File: src/rtl/parity_uart_pkg.sv
// Shared types and helpers for the XOR-parity serial link.
// Holds receiver states, default sizing and the parity function.
package parity_uart_pkg;

  localparam int CLKS_PER_BIT_DEF = 16;
  localparam int DATA_W_DEF       = 8;
  localparam int PAR_MAX_W        = 16;

  typedef enum logic [2:0] {
    S_IDLE   = 3'd0,
    S_START  = 3'd1,
    S_DATA   = 3'd2,
    S_PARITY = 3'd3,
    S_STOP   = 3'd4
  } rx_state_e;

  // Same reduction the transmitter uses to generate the parity bit.
  function automatic logic xor_parity(
    input logic [PAR_MAX_W-1:0] data,
    input logic                 odd
  );
    return (^data) ^ odd;
  endfunction

endpackage

File: src/rtl/rx_sync.sv
// Two-flop synchroniser for the asynchronous serial line.
// Ports: clk, rst_n (async, low), d (async in), q (synced, resets to 1).
module rx_sync (
  input  logic clk,
  input  logic rst_n,
  input  logic d,
  output logic q
);

  logic meta_q;
  logic sync_q;

  always_ff @(posedge clk or negedge rst_n) begin
    if (!rst_n) begin
      meta_q <= 1'b1;
      sync_q <= 1'b1;
    end else begin
      meta_q <= d;
      sync_q <= meta_q;
    end
  end

  assign q = sync_q;

endmodule

File: src/rtl/parity_uart_rx.sv
// Serial receiver: start/data/parity/stop framing with parity check.
// Ports: clk, rst_n, rxd in; dout, dvalid, perr, ferr, busy out.
module parity_uart_rx
  import parity_uart_pkg::*;
#(
  parameter int CLKS_PER_BIT = CLKS_PER_BIT_DEF,
  parameter int DATA_W       = DATA_W_DEF,
  parameter bit PARITY_ODD   = 1'b0
) (
  input  logic              clk,
  input  logic              rst_n,
  input  logic              rxd,
  output logic [DATA_W-1:0] dout,
  output logic              dvalid,
  output logic              perr,
  output logic              ferr,
  output logic              busy
);

  localparam int CW = $clog2(CLKS_PER_BIT);
  localparam int BW = $clog2(DATA_W);

  localparam logic [CW-1:0] HALF_M1  = CW'(CLKS_PER_BIT / 2 - 1);
  localparam logic [CW-1:0] FULL_M1  = CW'(CLKS_PER_BIT - 1);
  localparam logic [BW-1:0] LAST_BIT = BW'(DATA_W - 1);

  logic rxd_s;
  logic prev_q;
  logic start_edge;

  rx_state_e         state_q, state_d;
  logic [CW-1:0]     cnt_q, cnt_d;
  logic [BW-1:0]     bit_q, bit_d;
  logic [DATA_W-1:0] shift_q, shift_d;
  logic              pend_q, pend_d;
  logic [DATA_W-1:0] dout_q, dout_d;
  logic              perr_q, perr_d;
  logic              ferr_q, ferr_d;
  logic              dvalid_q, dvalid_d;

  rx_sync u_sync (
    .clk   (clk),
    .rst_n (rst_n),
    .d     (rxd),
    .q     (rxd_s)
  );

  // Edge-qualified start: a line parked low never retriggers.
  assign start_edge = prev_q & ~rxd_s;

  always_comb begin
    state_d  = state_q;
    cnt_d    = cnt_q;
    bit_d    = bit_q;
    shift_d  = shift_q;
    pend_d   = pend_q;
    dout_d   = dout_q;
    perr_d   = perr_q;
    ferr_d   = ferr_q;
    dvalid_d = 1'b0;
    unique case (state_q)
      S_IDLE: begin
        if (start_edge) begin
          state_d = S_START;
          cnt_d   = '0;
        end
      end
      S_START: begin
        if (cnt_q == HALF_M1) begin
          cnt_d   = '0;
          bit_d   = '0;
          state_d = rxd_s ? S_IDLE : S_DATA;
        end else begin
          cnt_d = cnt_q + 1'b1;
        end
      end
      S_DATA: begin
        if (cnt_q == FULL_M1) begin
          cnt_d   = '0;
          shift_d = {rxd_s, shift_q[DATA_W-1:1]};
          if (bit_q == LAST_BIT) begin
            state_d = S_PARITY;
          end else begin
            bit_d = bit_q + 1'b1;
          end
        end else begin
          cnt_d = cnt_q + 1'b1;
        end
      end
      S_PARITY: begin
        if (cnt_q == FULL_M1) begin
          cnt_d   = '0;
          pend_d  = xor_parity(PAR_MAX_W'(shift_q),
                               PARITY_ODD) ^ rxd_s;
          state_d = S_STOP;
        end else begin
          cnt_d = cnt_q + 1'b1;
        end
      end
      S_STOP: begin
        if (cnt_q == FULL_M1) begin
          cnt_d    = '0;
          dvalid_d = 1'b1;
          dout_d   = shift_q;
          perr_d   = pend_q;
          ferr_d   = ~rxd_s;
          state_d  = S_IDLE;
        end else begin
          cnt_d = cnt_q + 1'b1;
        end
      end
      default: state_d = S_IDLE;
    endcase
  end

  always_ff @(posedge clk or negedge rst_n) begin
    if (!rst_n) begin
      prev_q   <= 1'b1;
      state_q  <= S_IDLE;
      cnt_q    <= '0;
      bit_q    <= '0;
      shift_q  <= '0;
      pend_q   <= 1'b0;
      dout_q   <= '0;
      perr_q   <= 1'b0;
      ferr_q   <= 1'b0;
      dvalid_q <= 1'b0;
    end else begin
      prev_q   <= rxd_s;
      state_q  <= state_d;
      cnt_q    <= cnt_d;
      bit_q    <= bit_d;
      shift_q  <= shift_d;
      pend_q   <= pend_d;
      dout_q   <= dout_d;
      perr_q   <= perr_d;
      ferr_q   <= ferr_d;
      dvalid_q <= dvalid_d;
    end
  end

  assign dout   = dout_q;
  assign dvalid = dvalid_q;
  assign perr   = perr_q;
  assign ferr   = ferr_q;
  assign busy   = (state_q != S_IDLE);

endmodule
File: config.mk
export PLATFORM = sky130hd
export DESIGN_NAME = parity_uart_rx
export DESIGN_NICKNAME = d
export VERILOG_FILES = /design/src/rtl/parity_uart_pkg.sv /design/src/rtl/rx_sync.sv /design/src/rtl/parity_uart_rx.sv
export SDC_FILE = /design/constraint.sdc
export NUM_CORES = 1
export LEC_CHECK = 0
export ABC_AREA = 1
export CAP_MARGIN = 10
export CORE_MARGIN = 4
export CORE_UTILIZATION = 45
export DETAILED_ROUTE_END_ITERATION = 6
export GPL_ROUTABILITY_DRIVEN = 0
export PLACE_DENSITY = 0.69
export SLEW_MARGIN = 20
export SYNTH_ARGS = -nofsm -noshare
export SYNTH_HDL_FRONTEND = slang
export SYNTH_SLANG_ARGS = --single-unit
export TNS_END_PERCENT = 30
File: constraint.sdc
create_clock -name clk -period 1.7 [get_ports clk]
set_input_delay 0.17 -clock clk [delete_from_list [all_inputs] [get_ports clk]]
set_output_delay 0.17 -clock clk [all_outputs]
set_load 0.1 [all_outputs]
==> results.txt, run 1 <==
pre-CTS setup slack = 0.134 ns
Top Ports = 15
Diodes inserted = 0
DR WL met2 = 1350 um
Syn Area/Cell = 9.00 um2
routed vias = 1,153
Post-DRT Antenna Nets = 0
Met1 Wirelength = 1160 um
die area = 4470 um2
GRT overflow = 0
Max FO, Critical Path = 5
Die Y = 66.8 um
Pleak = 0.000948 uW
crit-path max cell delay = 0.42 ns
Worst Path Arrival = 1.76 ns
fillers = 322
crit start category = register
Crit path buffers/inverters = 4
CP Cell Sequence = ha_1, nand2_1, inv_1, nand2_4, inv_1, nand2_1, inv_1, or2_2, nand2_1, inv_1
fin crit share = 90.7%
CTS clk-pin slew, worst paths = 0.09 ns
gr usage total = 14.3%
met3 wire length = 107 um
DR vias/cell = 4.78
pin count of the biggest net entering global routing = 34
Top Layer Used = met4
Bufs on Longest Clock Path = 2
row cnt = 21
worst-skew pair later-pin latency = 0.32 ns
sequential area share after synthesis = 53.3%
clk_skew = 0.0106 ns
highest clock rate = 0.649 GHz
final net count = 200
TritonCTS Sinks = 33
endpoints failing setup = 0
worst vdd ir = 633 uV
Setup Buffers After CTS = 0
DRC Markers = 0
most frequent cells in the layout = nand2_1, dfrtp_1, inv_1, o21ai_0
Initial Util = 46.7%
Die X = 66.8 um
unrepaired setup endpoints after global routing = false
drt wl/cell = 11.1 um
Core Area = 3340 um2
synthesized cell area = 1560 um2
R2R depth = 10
synthesis warning total = 0
Syn Inst Count = 173
Iteration-0 DRC Markers = 41
CP top delay family = simple AND/OR/NAND/NOR gates
Max-Cap Viols = 0
first-pass GRT wire length = 4640 um
Net Count, Synth = 179
Layout area overhead = 14.5%
CTS root buffer = clkbuf_4
commonest non-fill, non-tap cell in the layout = nand2_1
Final Hold Fails = 0
area occupied by multi-input gates = 621 um2
DP Wirelength = 2010 um
H-tree depth = 2
FF/Latch Area = 830 um2
kind of critical path = register to register
vias in the first global route = 1,062
FF+latch count, synth = 33
actual slew at the worst max-slew pin = 0.405 ns
final worst slack = 0.158 ns
Synth cell types = 23
setup TNS = 0 ns
status = complete, no violations
DR pass1 iterations = 4
# hold bufs at CTS = 0
CP endpoint kind = register
WL final = 2670 um
Max Slew Vio Count = 0
TritonCTS clock tree = done
layout cells sized above 1 = 20.5%
Req. time, crit path = 1.92 ns
Rel. slew slack = 73.0%
CTS Buf Count = 5
post-route minimum period = 1.54 ns
PD cells = 1140 nW/um2
Hold Path Class = primary input to async pin
Post-CTS Resized = 0
IO buf count = 14
Top cell by count, worst path = inv_1
initial antenna violation count = 0
Crit path depth = 10
slowest CP cell = dfrtp_1
## per-layer routing
| layer | GRT usage (%) | vias to the layer above |
|---|---|---|
| met5 | 0 | - |
| met4 | 7.36 | 0 |
| met3 | 5.06 | 6 |
| met2 | 23.9 | 22 |
| met1 | 16.0 | 537 |
| li1 | - | 588 |
## sequential cells by signal (all words and copies together) (netlist names)
signal and flops:
cnt_q 4, bit_q 3, dvalid 1, state_q 3
ferr 1, shift_q 8, u_sync.meta_q 1, pend_q 1
u_sync.q 1, perr 1, prev_q 1, dout 8
## cell type report
type | instances | share of cell area (%)
clock buffers | 6 | 2.32
clock inverters | 2 | 0.561
inverters | 21 | 4.42
multi-input cells | 116 | 34.8
flip-flops and latches | 33 | 46.5
well taps | 46 | 3.23
repair buffers | 17 | 8.14
## cell families (layout without fill, tap and decap cells)
logic type,Yosys count,after routing,share of synthesized area [%]
xor+xnor,4,4,2.25
buf+inv,24,46,7.23
compound gates,27,27,9.32
mux,5,5,3.61
fa+ha+maj,3,3,2.41
simple gates,77,77,21.9
flops,33,33,53.3
## per-stage QoR
| step | std cells | cell area (um2) | hold WS [ns] | util (%) | total power, uW |
|---|---|---|---|---|---|
| 6_report | 241 | 1780 | 0.241 | 53.4 | 2030 |
| 3_5_place_dp | 233 | 1730 | 0.348 | 51.7 | 1630 |
| 4_1_cts | 241 | 1780 | 0.223 | 53.3 | 2050 |
| 3_3_place_gp | 233 | 1730 | 0.347 | 51.7 | 1590 |
| 2_1_floorplan | 173 | 1560 | -0.126 | - | 1440 |
| 5_1_grt | 241 | 1780 | 0.224 | 53.4 | 2180 |
## Yosys cell counts (all sizes together)
cell type | instances | area (um2)
o21ai | 17 | 88.8
nand2 | 49 | 189
mux2 | 5 | 56.3
nor3 | 3 | 31.3
a21boi | 1 | 7.51
or2 | 1 | 6.26
nor2 | 16 | 75.1
dfstp | 3 | 78.8
a21oi | 9 | 48.8
ha | 3 | 37.5
nand3 | 8 | 40.0
inv | 21 | 78.8
xnor2 | 1 | 8.76
dfrtp | 30 | 751
xor2 | 3 | 26.3
buf | 3 | 33.8
## path summary, 6_finish.rpt
| check | from | end | slack, ns |
|---|---|---|---|
| setup / recovery | cnt_q[0] | pend_q | 0.16 |
| hold reg to reg | u_sync.meta_q | u_sync.q | 0.36 |
| max in group asynchronous | rst_n | u_sync.meta_q | 1.13 |
| setup reg to reg | cnt_q[0] | pend_q | 0.16 |
| min in group clk | rxd | u_sync.meta_q | 0.24 |
| hold / removal | rst_n | state_q[0] | 0.24 |
## worst reg2reg max path: cells and delay by family (launching register included)
kind	cells	cell delay, ns
and+or+nand+nor	5	0.58
buffers and inverters	4	0.22
adders and majority gates	1	0.22
DFF	1	0.42
## power by group
group | leakage [uW] | internal, uW | switching (uW)
Combinational | 0.000472 | 221 | 438
Sequential | 0.000443 | 869 | 94.7
Clock | 0.0000320 | 157 | 249
Note: power is estimated with default switching activity, not from simulation.
==> inputs of run 2 (changes only) <==
- GPL_TIMING_DRIVEN: unset -> 1
- TNS_END_PERCENT: 30 -> unset
==> results of run 2 <==
Final layout, timing and power as in run 1 (identical DEF).
